[src/rtl/hps_link_master_pkg.sv]
`default_nettype none
// ============================================================================
// Module   : coproc_pkg
// Purpose  : Shared constants and types for the HPS-side coprocessor link
//            master. It holds the matrix word count, the register address map
//            and the link state encoding.
// Ports    : none (package)
// Revision : 1.0  initial release
// ============================================================================
package coproc_pkg;

  // One 5x5x8-bit matrix is packed into seven 32-bit words.
  localparam int unsigned WORDS = 7;
  // Width of a word index inside a bank. The address map leaves 8 slots per bank.
  localparam int unsigned IDX_W = 3;

  // Register address map (5-bit host address).
  localparam logic [4:0] ADDR_A_BASE = 5'd0;
  localparam logic [4:0] ADDR_B_BASE = 5'd8;
  localparam logic [4:0] ADDR_CTRL   = 5'd16;
  localparam logic [4:0] ADDR_STATUS = 5'd17;
  localparam logic [4:0] ADDR_R_BASE = 5'd24;

  // Address bits [4:3] select the 8-entry region.
  localparam logic [1:0] REGION_A   = ADDR_A_BASE[4:3];
  localparam logic [1:0] REGION_B   = ADDR_B_BASE[4:3];
  localparam logic [1:0] REGION_CSR = ADDR_CTRL[4:3];
  localparam logic [1:0] REGION_R   = ADDR_R_BASE[4:3];

  typedef enum logic [2:0] {
    LS_IDLE       = 3'd0,
    LS_ANNOUNCE   = 3'd1,
    LS_SEND       = 3'd2,
    LS_WAIT_READY = 3'd3,
    LS_START      = 3'd4,
    LS_COLLECT    = 3'd5,
    LS_WAIT_DONE  = 3'd6
  } link_state_t;

endpackage
`default_nettype wire

[src/rtl/hps_link_master_if.sv]
`default_nettype none
// ============================================================================
// Module   : hps_link_master_if
// Purpose  : Bundles the host register port and the coprocessor link signals.
// Ports    : host_wr/host_rd/host_addr/host_wdata -> master, host_rdata <- master
//            matrix1_data/matrix2_data/instruction/save_data/start/hps_busy
//            <- master; fpga_wait/fpga_ready/result_data/result_valid/
//            processing_done -> master.
//            modport master = link master side, modport slave = host + receiver.
// Revision : 1.0  initial release
// ============================================================================
interface hps_link_master_if;
  logic        host_wr;
  logic        host_rd;
  logic [4:0]  host_addr;
  logic [31:0] host_wdata;
  logic [31:0] host_rdata;

  logic [31:0] matrix1_data;
  logic [31:0] matrix2_data;
  logic [5:0]  instruction;
  logic        save_data;
  logic        start;
  logic        hps_busy;

  logic        fpga_wait;
  logic        fpga_ready;
  logic [31:0] result_data;
  logic        result_valid;
  logic        processing_done;

  modport master (
    input  host_wr, host_rd, host_addr, host_wdata,
    output host_rdata,
    output matrix1_data, matrix2_data, instruction, save_data, start, hps_busy,
    input  fpga_wait, fpga_ready, result_data, result_valid, processing_done
  );

  modport slave (
    output host_wr, host_rd, host_addr, host_wdata,
    input  host_rdata,
    input  matrix1_data, matrix2_data, instruction, save_data, start, hps_busy,
    output fpga_wait, fpga_ready, result_data, result_valid, processing_done
  );
endinterface
`default_nettype wire

[src/rtl/hps_link_master_word_bank.sv]
`default_nettype none
// ============================================================================
// Module   : word_bank
// Purpose  : DEPTH x WIDTH register file with one synchronous write port, one
//            asynchronous read port and an asynchronous clear on rst.
//            Out-of-range read addresses return 0; out-of-range writes are
//            dropped.
// Ports    : clk, rst       clock / async active-high clear
//            we_i, waddr_i, wdata_i   write port
//            raddr_i, rdata_o         combinational read port
// Revision : 1.0  initial release
// ============================================================================
module word_bank #(
  parameter int unsigned DEPTH = 7,
  parameter int unsigned WIDTH = 32,
  parameter int unsigned AW    = 3
) (
  input  logic             clk,
  input  logic             rst,
  input  logic             we_i,
  input  logic [AW-1:0]    waddr_i,
  input  logic [WIDTH-1:0] wdata_i,
  input  logic [AW-1:0]    raddr_i,
  output logic [WIDTH-1:0] rdata_o
);

  localparam logic [AW-1:0] LAST = AW'(DEPTH - 1);

  logic [WIDTH-1:0] mem_q [DEPTH];

  always_ff @(posedge clk or posedge rst) begin
    if (rst) begin
      for (int unsigned i = 0; i < DEPTH; i++) begin
        mem_q[i] <= '0;
      end
    end else if (we_i && (waddr_i <= LAST)) begin
      mem_q[waddr_i] <= wdata_i;
    end
  end

  assign rdata_o = (raddr_i <= LAST) ? mem_q[raddr_i] : '0;

endmodule
`default_nettype wire

[src/rtl/hps_link_master.sv]
`default_nettype none
// ============================================================================
// Module   : hps_link_master
// Purpose  : Host-side end of the HPS<->FPGA matrix coprocessor link. Holds
//            operand banks A and B and the result bank, and on a CTRL 'go'
//            streams the operands, pulses start, collects the results and
//            waits for processing_done, then reports status to the host.
// Ports    : clk  single clock
//            rst  asynchronous active-high reset
//            bus  hps_link_master_if.master (host register port + link)
// Revision : 1.0  initial release
// ============================================================================
module hps_link_master #(
  parameter int unsigned WORDS          = 7,
  parameter int unsigned TIMEOUT_CYCLES = 4096
) (
  input  logic              clk,
  input  logic              rst,
  hps_link_master_if.master bus
);
  import coproc_pkg::*;

  localparam int unsigned TMR_W = (TIMEOUT_CYCLES > 2) ? $clog2(TIMEOUT_CYCLES) : 1;
  localparam logic [TMR_W-1:0] TMR_LAST = TMR_W'(TIMEOUT_CYCLES - 1);
  localparam logic [IDX_W-1:0] LAST_IDX = IDX_W'(WORDS - 1);

  localparam logic [2:0] S_IDLE       = LS_IDLE;
  localparam logic [2:0] S_ANNOUNCE   = LS_ANNOUNCE;
  localparam logic [2:0] S_SEND       = LS_SEND;
  localparam logic [2:0] S_WAIT_READY = LS_WAIT_READY;
  localparam logic [2:0] S_START      = LS_START;
  localparam logic [2:0] S_COLLECT    = LS_COLLECT;
  localparam logic [2:0] S_WAIT_DONE  = LS_WAIT_DONE;

  logic [2:0]       state_q, state_d;
  logic [IDX_W-1:0] idx_q, idx_d;
  logic [IDX_W-1:0] ridx_q, ridx_d;
  logic [TMR_W-1:0] timer_q, timer_d;
  logic             done_q, done_d;
  logic             error_q, error_d;
  logic [5:0]       opcode_q, opcode_d;
  logic             save_data_q, save_data_d;
  logic             start_q, start_d;
  logic             hps_busy_q, hps_busy_d;
  logic [31:0]      m1_q, m1_d;
  logic [31:0]      m2_q, m2_d;
  logic [5:0]       instr_q, instr_d;
  logic [31:0]      rdata_q, rdata_d;

  logic [1:0]       w_region;
  logic [IDX_W-1:0] w_host_idx;
  logic             w_idx_ok;
  logic             w_busy;
  logic             w_go;
  logic             w_wr_a;
  logic             w_wr_b;
  logic             w_accept;
  logic             w_capture;
  logic             w_link_owns;
  logic [IDX_W-1:0] w_fetch_idx;
  logic [IDX_W-1:0] w_ab_raddr;
  logic [31:0]      w_a_rdata;
  logic [31:0]      w_b_rdata;
  logic [31:0]      w_r_rdata;
  logic [31:0]      w_rdata;
  logic             w_tick;

  // --------------------------------------------------------------------------
  // Host register decode
  // --------------------------------------------------------------------------
  assign w_region   = bus.host_addr[4:3];
  assign w_host_idx = bus.host_addr[IDX_W-1:0];
  assign w_idx_ok   = (w_host_idx <= LAST_IDX);
  assign w_busy     = (state_q != S_IDLE);

  assign w_go   = bus.host_wr && !w_busy && (bus.host_addr == ADDR_CTRL) && bus.host_wdata[0];
  assign w_wr_a = bus.host_wr && !w_busy && (w_region == REGION_A) && w_idx_ok;
  assign w_wr_b = bus.host_wr && !w_busy && (w_region == REGION_B) && w_idx_ok;

  assign w_accept  = (state_q == S_SEND) && !bus.fpga_wait;
  assign w_capture = (state_q == S_COLLECT) && bus.result_valid;

  // The A/B read ports are shared: the link owns them from the go cycle until
  // the transaction ends, so host reads of A/B while busy return 0.
  assign w_link_owns = w_busy || w_go;

  // Index of the word the data outputs must carry after this edge.
  always_comb begin
    w_fetch_idx = idx_q;
    if (state_q == S_IDLE) begin
      w_fetch_idx = '0;
    end else if (w_accept && (idx_q != LAST_IDX)) begin
      w_fetch_idx = idx_q + 1'b1;
    end
  end

  assign w_ab_raddr = w_link_owns ? w_fetch_idx : w_host_idx;

  word_bank #(.DEPTH(WORDS), .WIDTH(32), .AW(IDX_W)) u_bank_a (
    .clk     (clk),
    .rst     (rst),
    .we_i    (w_wr_a),
    .waddr_i (w_host_idx),
    .wdata_i (bus.host_wdata),
    .raddr_i (w_ab_raddr),
    .rdata_o (w_a_rdata)
  );

  word_bank #(.DEPTH(WORDS), .WIDTH(32), .AW(IDX_W)) u_bank_b (
    .clk     (clk),
    .rst     (rst),
    .we_i    (w_wr_b),
    .waddr_i (w_host_idx),
    .wdata_i (bus.host_wdata),
    .raddr_i (w_ab_raddr),
    .rdata_o (w_b_rdata)
  );

  word_bank #(.DEPTH(WORDS), .WIDTH(32), .AW(IDX_W)) u_bank_r (
    .clk     (clk),
    .rst     (rst),
    .we_i    (w_capture),
    .waddr_i (ridx_q),
    .wdata_i (bus.result_data),
    .raddr_i (w_host_idx),
    .rdata_o (w_r_rdata)
  );

  // Host read mux
  always_comb begin
    w_rdata = '0;
    case (w_region)
      REGION_A: if (w_idx_ok && !w_link_owns) w_rdata = w_a_rdata;
      REGION_B: if (w_idx_ok && !w_link_owns) w_rdata = w_b_rdata;
      REGION_R: if (w_idx_ok) w_rdata = w_r_rdata;
      default: begin
        if (bus.host_addr == ADDR_CTRL) begin
          w_rdata = {25'd0, opcode_q, 1'b0};
        end else if (bus.host_addr == ADDR_STATUS) begin
          w_rdata = {29'd0, error_q, done_q, w_busy};
        end
      end
    endcase
  end

  // --------------------------------------------------------------------------
  // Link state machine; every output is computed for the next state here and
  // registered below.
  // --------------------------------------------------------------------------
  always_comb begin
    state_d     = state_q;
    idx_d       = idx_q;
    ridx_d      = ridx_q;
    timer_d     = timer_q;
    done_d      = done_q;
    error_d     = error_q;
    opcode_d    = opcode_q;
    save_data_d = save_data_q;
    start_d     = start_q;
    hps_busy_d  = hps_busy_q;
    m1_d        = m1_q;
    m2_d        = m2_q;
    instr_d     = instr_q;
    rdata_d     = bus.host_rd ? w_rdata : rdata_q;
    w_tick      = 1'b0;

    case (state_q)
      S_IDLE: begin
        if (w_go) begin
          opcode_d    = bus.host_wdata[6:1];
          instr_d     = bus.host_wdata[6:1];
          done_d      = 1'b0;
          error_d     = 1'b0;
          idx_d       = '0;
          timer_d     = '0;
          save_data_d = 1'b1;
          m1_d        = w_a_rdata;
          m2_d        = w_b_rdata;
          state_d     = S_ANNOUNCE;
        end
      end
      S_ANNOUNCE: begin
        // Word 0 is already on the outputs; it is presented again in SEND.
        timer_d = '0;
        state_d = S_SEND;
      end
      S_SEND: begin
        if (w_accept) begin
          timer_d = '0;
          if (idx_q == LAST_IDX) begin
            save_data_d = 1'b0;
            state_d     = S_WAIT_READY;
          end else begin
            idx_d = idx_q + 1'b1;
            m1_d  = w_a_rdata;
            m2_d  = w_b_rdata;
          end
        end else begin
          w_tick = 1'b1;
        end
      end
      S_WAIT_READY: begin
        if (bus.fpga_ready) begin
          timer_d    = '0;
          ridx_d     = '0;
          start_d    = 1'b1;
          hps_busy_d = 1'b0;
          state_d    = S_START;
        end else begin
          w_tick = 1'b1;
        end
      end
      S_START: begin
        timer_d = '0;
        start_d = 1'b0;
        state_d = S_COLLECT;
      end
      S_COLLECT: begin
        if (w_capture) begin
          timer_d = '0;
          ridx_d  = ridx_q + 1'b1;
          if (ridx_q == LAST_IDX) begin
            hps_busy_d = 1'b1;
            state_d    = S_WAIT_DONE;
          end
        end else begin
          w_tick = 1'b1;
        end
      end
      S_WAIT_DONE: begin
        if (bus.processing_done) begin
          timer_d = '0;
          done_d  = 1'b1;
          instr_d = '0;
          state_d = S_IDLE;
        end else begin
          w_tick = 1'b1;
        end
      end
      default: begin
        state_d = S_IDLE;
      end
    endcase

    // A cycle without progress in a wait state advances the watchdog; the
    // TIMEOUT_CYCLES-th such cycle in a row aborts the transaction.
    if (w_tick) begin
      if (timer_q == TMR_LAST) begin
        timer_d     = '0;
        error_d     = 1'b1;
        save_data_d = 1'b0;
        start_d     = 1'b0;
        hps_busy_d  = 1'b1;
        instr_d     = '0;
        state_d     = S_IDLE;
      end else begin
        timer_d = timer_q + 1'b1;
      end
    end
  end

  always_ff @(posedge clk or posedge rst) begin
    if (rst) begin
      state_q     <= S_IDLE;
      idx_q       <= '0;
      ridx_q      <= '0;
      timer_q     <= '0;
      done_q      <= 1'b0;
      error_q     <= 1'b0;
      opcode_q    <= '0;
      save_data_q <= 1'b0;
      start_q     <= 1'b0;
      hps_busy_q  <= 1'b1;
      m1_q        <= '0;
      m2_q        <= '0;
      instr_q     <= '0;
      rdata_q     <= '0;
    end else begin
      state_q     <= state_d;
      idx_q       <= idx_d;
      ridx_q      <= ridx_d;
      timer_q     <= timer_d;
      done_q      <= done_d;
      error_q     <= error_d;
      opcode_q    <= opcode_d;
      save_data_q <= save_data_d;
      start_q     <= start_d;
      hps_busy_q  <= hps_busy_d;
      m1_q        <= m1_d;
      m2_q        <= m2_d;
      instr_q     <= instr_d;
      rdata_q     <= rdata_d;
    end
  end

  assign bus.host_rdata   = rdata_q;
  assign bus.matrix1_data = m1_q;
  assign bus.matrix2_data = m2_q;
  assign bus.instruction  = instr_q;
  assign bus.save_data    = save_data_q;
  assign bus.start        = start_q;
  assign bus.hps_busy     = hps_busy_q;

endmodule
`default_nettype wire

[src/flat_wrapper.sv]
// flat-port wrapper written by rule: the top's interface ports become plain ports
module hps_link_master_flat import coproc_pkg::*;
#(
  parameter int unsigned WORDS          = 7,
  parameter int unsigned TIMEOUT_CYCLES = 4096
)
  (clk, rst, bus_host_wr, bus_host_rd, bus_host_addr, bus_host_wdata, bus_host_rdata, bus_matrix1_data, bus_matrix2_data, bus_instruction, bus_save_data, bus_start, bus_hps_busy, bus_fpga_wait, bus_fpga_ready, bus_result_data, bus_result_valid, bus_processing_done);
  hps_link_master_if bus_i ();
  input  logic clk;
  input  logic rst;
  input wire logic [$bits(bus_i.host_wr)-1:0] bus_host_wr;
  input wire logic [$bits(bus_i.host_rd)-1:0] bus_host_rd;
  input wire logic [$bits(bus_i.host_addr)-1:0] bus_host_addr;
  input wire logic [$bits(bus_i.host_wdata)-1:0] bus_host_wdata;
  output wire logic [$bits(bus_i.host_rdata)-1:0] bus_host_rdata;
  output wire logic [$bits(bus_i.matrix1_data)-1:0] bus_matrix1_data;
  output wire logic [$bits(bus_i.matrix2_data)-1:0] bus_matrix2_data;
  output wire logic [$bits(bus_i.instruction)-1:0] bus_instruction;
  output wire logic [$bits(bus_i.save_data)-1:0] bus_save_data;
  output wire logic [$bits(bus_i.start)-1:0] bus_start;
  output wire logic [$bits(bus_i.hps_busy)-1:0] bus_hps_busy;
  input wire logic [$bits(bus_i.fpga_wait)-1:0] bus_fpga_wait;
  input wire logic [$bits(bus_i.fpga_ready)-1:0] bus_fpga_ready;
  input wire logic [$bits(bus_i.result_data)-1:0] bus_result_data;
  input wire logic [$bits(bus_i.result_valid)-1:0] bus_result_valid;
  input wire logic [$bits(bus_i.processing_done)-1:0] bus_processing_done;
  assign bus_i.host_wr = bus_host_wr;
  assign bus_i.host_rd = bus_host_rd;
  assign bus_i.host_addr = bus_host_addr;
  assign bus_i.host_wdata = bus_host_wdata;
  assign bus_host_rdata = bus_i.host_rdata;
  assign bus_matrix1_data = bus_i.matrix1_data;
  assign bus_matrix2_data = bus_i.matrix2_data;
  assign bus_instruction = bus_i.instruction;
  assign bus_save_data = bus_i.save_data;
  assign bus_start = bus_i.start;
  assign bus_hps_busy = bus_i.hps_busy;
  assign bus_i.fpga_wait = bus_fpga_wait;
  assign bus_i.fpga_ready = bus_fpga_ready;
  assign bus_i.result_data = bus_result_data;
  assign bus_i.result_valid = bus_result_valid;
  assign bus_i.processing_done = bus_processing_done;
  hps_link_master #(.WORDS(WORDS), .TIMEOUT_CYCLES(TIMEOUT_CYCLES)) u_core (.clk(clk), .rst(rst), .bus(bus_i));
endmodule
[config.mk]
export PLATFORM = sky130hd
export DESIGN_NAME = hps_link_master_flat
export DESIGN_NICKNAME = d
export VERILOG_FILES = /design/src/rtl/hps_link_master_pkg.sv /design/src/rtl/hps_link_master_if.sv /design/src/rtl/hps_link_master_word_bank.sv /design/src/rtl/hps_link_master.sv /design/src/flat_wrapper.sv
export SDC_FILE = /design/constraint.sdc
export NUM_CORES = 2
export LEC_CHECK = 0
export BUFFER_PORTS_ARGS = -buffer_cell sky130_fd_sc_hd__buf_2
export CORE_MARGIN = 1
export CORE_UTILIZATION = 31
export CTS_CLUSTER_DIAMETER = 150
export DETAILED_ROUTE_END_ITERATION = 10
export HOLD_SLACK_MARGIN = 0.08
export PLACE_DENSITY = 0.48
export SKIP_LAST_GASP = 1
export SYNTH_ARGS = -nofsm -noshare
export SYNTH_HDL_FRONTEND = slang
export SYNTH_SLANG_ARGS = --single-unit
[constraint.sdc]
create_clock -name clk -period 34 [get_ports clk]
set_input_delay 6.8 -clock clk [delete_from_list [all_inputs] [get_ports clk]]
set_output_delay 6.8 -clock clk [all_outputs]
set_load 0.05 [all_outputs]
# Word level (Yosys, flattened, before mapping)
# Index checks and enable logic that the tools add are counted.
[word_totals]
regBits = 806
input_bits = 77
wordCells = 200
[op_classes]
n_addsub = 3
order_cmp = 8
n_eq_ne = 25
n_mux = 93
bitwise_logic = 3
n_reduce_logical = 33
[ops]
columns = ["op", "count"]
rows = [
  ["$bwmux W224", 3],
  ["$mux W32", 20],
  ["$bmux W32 S3", 3],
  ["$demux W32 S3", 2],
  ["$pmux W32 S2", 2],
  ["$pmux W32 S3", 1],
  ["$mux W12", 7],
  ["$pmux W12 S6", 1],
  ["$mux W3", 18],
  ["$mux W6", 4],
  ["$mux W1", 23],
  ["$pmux W3 S7", 1],
  ["$logic_and A1 B1 Y1", 16],
  ["$eq A3 B3 Y1 const B", 5],
  ["$add A12 B1 Y12 const B", 1],
  ["$eq A12 B12 Y1 const B", 1],
  ["$ge A4 B4 Y1 const B", 3],
  ["$not A3 Y4", 3],
  ["$pmux W3 S2", 2],
  ["$pmux W6 S2", 1],
  ["$eq A5 B5 Y1 const B", 2],
  ["$le A3 B3 Y1 const B", 3],
  ["$ne A3 B2 Y1 const B", 3],
  ["$lt A4 B1 Y1 const B", 2],
  ["other kinds (23)", 38],
]

# Longest topological paths before layout
[logic_depth]
depth_word = 15
mapped_depth = 12
mapped_depth_nobuf = 9

# Modules after synthesis
# From an unflattened synthesis, not the netlist that was laid out.
[hier_totals]
hier_cells = 2796
area_unflattened_um2 = 37210.7
[by_module_without_submodules]
columns = ["module", "n_inst", "cells_per_inst", "area_per_inst_um2", "seq_area_each_um2"]
rows = [
  ["word_bank", 3, 737, 10273.6, 5605.4],
  ["hps_link_master", 1, 585, 6389.9, 3354.5],
]

# Worst setup path before layout
# No wires, ideal clock.
[synth_timing]
path_type = "input to register"
startpoint = "input port bus_host_addr[2]"
endpoint = "register u_core.rdata_q[26] (netlist: u_core.bus.host_rdata[26])"
setup_ns = 0.147
arrival_ns = 8.816
setup_slack_ns = 25.037
path_stages = 9
n_path_buf = 4
path_cell_list = "clkbuf_1 -> buf_1 -> buf_2 -> buf_1 -> mux4_2 -> nor2_1 -> a21oi_1 -> a222oi_1 -> o221ai_1"
[synth_between]
elab_chain_cells = 12
elab_cells_between_ends = 26
[synth_rtl]
columns = ["element", "line", "rtl"]
rows = [
  ["start: declaration", "flat_wrapper.sv:13", "input wire logic [$bits(bus_i.host_addr)-1:0] bus_host_addr;"],
  ["$eq A5 B5 Y1", "hps_link_master.sv:76, hps_link_master.sv:137", ""],
  ["$logic_and A1 B1 Y1 (2 in a row)", "hps_link_master.sv:76", "assign w_go = bus.host_wr && !w_busy && (bus.host_addr == ADDR_CTRL) && bus.host_wdata[0];"],
  ["$logic_or A1 B1 Y1", "hps_link_master.sv:85", "assign w_link_owns = w_busy || w_go;"],
  ["$mux W3", "hps_link_master.sv:97", "assign w_ab_raddr = w_link_owns ? w_fetch_idx : w_host_idx;"],
  ["$not A3 Y4 (not written as such)", "hps_link_master_word_bank.sv:41", "assign rdata_o = (raddr_i <= LAST) ? mem_q[raddr_i] : '0;"],
  ["$bmux W32 S3", "hps_link_master_word_bank.sv:41", ""],
  ["$mux W32 (not written as such) (2 in a row)", "hps_link_master_word_bank.sv:41", ""],
  ["$mux W32", "hps_link_master_word_bank.sv:41", ""],
  ["$mux W32, on equally long branches", "hps_link_master.sv:134, hps_link_master.sv:133", ""],
  ["$pmux W32 S3 (*)", "hps_link_master.sv:132", "case (w_region)"],
  ["end signal: assignment", "hps_link_master.sv:292", "rdata_q <= rdata_d;"],
  ["end: declaration", "hps_link_master.sv:48", "logic [31:0] rdata_q, rdata_d;"],
]
# Every way passes the cells marked *; elsewhere a longest branch is shown, timed or not. The select of a mux whose other input is x is not followed.
# A chain may end at the register's enable or synchronous reset.

# Final worst setup path
[layout_timing]
startpoint = "input port bus_fpga_wait"
endpoint = "register u_core.rdata_q[22] (netlist: u_core.bus.host_rdata[22])"
[layout_between]
elab_chain_cells = 13
elab_cells_between_ends = 19
[layout_rtl]
columns = ["element", "line", "rtl"]
rows = [
  ["start: declaration", "flat_wrapper.sv:22", "input wire logic [$bits(bus_i.fpga_wait)-1:0] bus_fpga_wait;"],
  ["$logic_not A1 Y1 (*)", "hps_link_master.sv:80", "assign w_accept = (state_q == S_SEND) && !bus.fpga_wait;"],
  ["$logic_and A1 B1 Y1 (*)", "hps_link_master.sv:80", ""],
  ["$logic_and A1 B1 Y1 (*)", "hps_link_master.sv:92", "end else if (w_accept && (idx_q != LAST_IDX)) begin"],
  ["$mux W3 (*)", "hps_link_master.sv:92", ""],
  ["$mux W3 (*)", "hps_link_master.sv:90", "if (state_q == S_IDLE) begin"],
  ["$mux W3 (*)", "hps_link_master.sv:97", ""],
  ["$not A3 Y4 (not written as such)", "hps_link_master_word_bank.sv:41", ""],
  ["$bmux W32 S3", "hps_link_master_word_bank.sv:41", ""],
  ["$mux W32 (not written as such) (2 in a row)", "hps_link_master_word_bank.sv:41", ""],
  ["$mux W32", "hps_link_master_word_bank.sv:41", ""],
  ["$mux W32, on equally long branches", "hps_link_master.sv:134, hps_link_master.sv:133", ""],
  ["$pmux W32 S3 (*)", "hps_link_master.sv:132", ""],
]
# Marked as above.

==> flow_metrics.tcl <==
set metrics [dict create \
    status "finished clean" \
    grt_pass1_wl_um 198000 \
    layout-drive-gt1-share 0.349 \
    synth.most_common_cell "dfrtp_1" \
    synth_top_area_share 0.530 \
    hp-class "flop to flop" \
    worst_slew_pin_slew_ns 1.42 \
    pin_count 182 \
    met1_usage 0.309 \
    fin_crit_ns 10.09 \
    cap_violations 0 \
    hp-start "u_core.timer_q[11]" \
    portBuffers 181 \
    synth_flop_cell "dfrtp_1" \
    cts_buffers 92 \
    cts_hold_buf 0 \
    grt_max_degree 167 \
    antenna_found_initial 19 \
    clockRootBuffer "clkbuf_16" \
    drt_wl_total_um 133000 \
    syn_to_final_growth_pct 15.3 \
    yosys-mux-area-fraction 0.251 \
    fin_tns_setup_ns 0 \
    avgSynthCellArea_um2 12.1 \
    async_reset_ff_frac 1.00 \
    power_density_nw_per_um2 75.3 \
    grtUsageMet2 0.328 \
    vias 26900 \
    ys_top_cells_by_area "dfrtp_1, mux2_2, mux2i_1" \
    required_ns 34.51 \
    postRouteAntennaNets 0 \
    core_um2 122000 \
    final_area_um2 43800 \
    syn_area_um2 38000 \
    holdPathStages 1 \
    finalHoldViolations 0 \
    synth_top_family_by_area "multiplexers" \
    wire_per_inst_um 26.9 \
    synth_top_cell_by_area "dfrtp_1" \
    critPathArrivalTime_ns 10.59 \
    grt_use_met3 0.0404 \
    h-tree-depth 3 \
    ff_latch_area_um2 20200 \
    start_util 0.312 \
    slew_headroom 0.0476 \
    post_cts_buffers 0 \
    insertion_delay_ns 0.68 \
    avgViaCountPerCell 5.47 \
    fin_ws_ns 23.91 \
    synthSimpleGateAreaFrac 0.0695 \
    max_freq_mhz 99.1 \
    fillers 12100 \
    ys_ff_latch 806 \
    drt_iter0_drc 2231 \
    clk_pin_slew_ns 0.06 \
    worstPathMaxFanout 49 \
    seq_area_frac_synth 0.531 \
    worstReg2RegEnd "u_core.bus.host_rdata[6]" \
    fin_skew_ns 0.0237 \
    synth-xor-area-share 0.000461 \
    die_area_um2 124000 \
    setup_viol 0 \
    final_max_slew_viol_count 0 \
    yosysWarnings 0 \
    synth-edff-count 0 \
    reg2reg_depth 9 \
    finalCritPeriodShare 0.297 \
    gp_congestion 0.801 \
    synth_compound_area_frac 0.116 \
    grt.busiest_layer "met2" \
    dieWidth_um 352 \
    fin_util 0.360 \
    grt_pass1_vias 27200 \
    dr.pass1.iters 6 \
    synthTopCellsByCount "dfrtp_1, mux2_2, nand2_1, clkbuf_1, mux2i_1" \
    power_w 0.00330 \
    layout.nets 3311 \
    die_y_um 352 \
    path_class "input pin to flop" \
    multi_input_area_um2 16900 \
    cts_tree "yes" \
    clockBufferDepth 3 \
    drc_errors 0 \
    regToRegSetupSlack_ns 28.91 \
    ys_types 75 \
    dp_slack_ns 23.22 \
    rsz0062_at_grt "no" \
    placed_cell_area_um2 40600 \
    placementRows 128 \
    leakage_nw 20.5 \
    cp-end-kind "flop" \
    hold_end "u_core.timer_q[11]" \
    crit_path_start_kind "input pin" \
    gr-total-overflow 0 \
    ir_drop_mv 0.0527 \
    grtUsageTotal 0.213 \
    hpwl_um 82000 \
    r2r-start "u_core.state_q[2]" \
    clock-sinks 806 \
    synth_nets 3231 \
    ctsResizeCount 0 \
    synth_cells 3149 \
    synthAdderAreaFrac 0.00165 \
]
-- cell families after synthesis --
group | after synthesis
adders and majority gates | 5
DFF | 806
and+or+nand+nor | 579
buffers and inverters | 275
muxes | 848
AOI/OAI and AO/OA | 634
xor gates and xnor gates | 2
-- how the worst max path moves through the flow --
stage | from | endpoint | slack, ns | cells after the start
2_1_floorplan | rst | u_core.bus.host_rdata[0] | 4.57 | 1
3_3_place_gp | bus_fpga_wait | u_core.bus.host_rdata[22] | 23.23 | 10
3_5_place_dp | bus_fpga_wait | u_core.bus.host_rdata[22] | 23.22 | 10
4_1_cts | bus_fpga_wait | u_core.bus.host_rdata[22] | 23.98 | 10
5_1_grt | bus_fpga_wait | u_core.bus.host_rdata[22] | 23.77 | 10
6_report | bus_fpga_wait | u_core.bus.host_rdata[22] | 23.91 | 10
-- placed cells by master, fill, tap and decap left out, types with 8 or more instances in the layout --
cell type and count:
nand3_1 81, clkbuf_1 20, a21oi_1 129, nand2b_1 32, o21ai_0 84, nor3_1 8
a31oi_1 26, a221oi_1 17, and3_1 14, bufinv_16 10, o211ai_1 49, clkinv_2 9
dfrtp_1 805, o2bb2ai_1 54, a211oi_1 18, mux2_1 10, mux2i_1 134, a22oi_1 85
a22o_1 32, clkbuf_16 94, o221ai_1 31, o31ai_1 23, nor2_1 120, buf_2 178
o22ai_1 22, o2111ai_1 11, nand2_1 241, mux4_2 15, a311oi_1 13, mux2_2 689
nor2b_1 9, nand4_1 17, clkbuf_8 22, buf_4 72
-- metrics by stage --
stage          instances  hold slack (ns)
3_5_place_dp        4760            0.468
6_report            4929            0.478
5_1_grt             4927            0.492
4_1_cts             4927            0.478
2_1_floorplan       3149            0.444
3_3_place_gp        4760            0.472
-- worst max-delay path, cell delays in order --
cell	delay [ns]
buf_2	0.15
nor4b_4	0.56
nand3_2	0.24
a31oi_4	0.21
buf_4	0.55
buf_4	0.68
mux2i_1	0.32
o2bb2ai_1	0.11
o31ai_1	0.75
nand3_1	0.13
-- final cells by class --
type                       count  area share
inverter                       9    0.000942
clock buffer                 136      0.0623
tap                         1625      0.0464
clock inverter                31      0.0113
timing repair buffer         252      0.0336
sequential                   806       0.460
antenna                        2    0.000114
multi-input combinational   2068       0.385
-- report_power, final --
part	leakage, nW	internal [W]	switching (W)	total, W
Clock	1.57	0.000635	0.000427	0.00106
Combinational	7.88	0.000281	0.000769	0.00105
Sequential	11.1	0.00108	0.000104	0.00119
Total	20.5	0.00200	0.00130	0.00330
-- registers in the layout, indices dropped and copies added, names as in the netlist --
name,count
u_core.u_bank_a.mem_q,224
u_core.bus.save_data,1
u_core.opcode_q,6
u_core.u_bank_b.mem_q,224
u_core.bus.instruction,6
u_core.u_bank_r.mem_q,224
u_core.bus.matrix1_data,32
u_core.done_q,1
u_core.state_q,3
u_core.timer_q,12
u_core.bus.matrix2_data,32
u_core.bus.hps_busy,1
u_core.bus.host_rdata,32
u_core.ridx_q,3
u_core.bus.start,1
u_core.idx_q,3
u_core.error_q,1
-- layer usage --
| layer | vias to the layer above | part of all wire |
|---|---|---|
| met2 | 743 | 0.45 |
| li1 | 11800 | - |
| met4 | 8 | 0.019 |
| met3 | 159 | 0.061 |
| met5 | - | 0.00035 |
| met1 | 14300 | 0.47 |
Power figures use the tool's default switching activity.
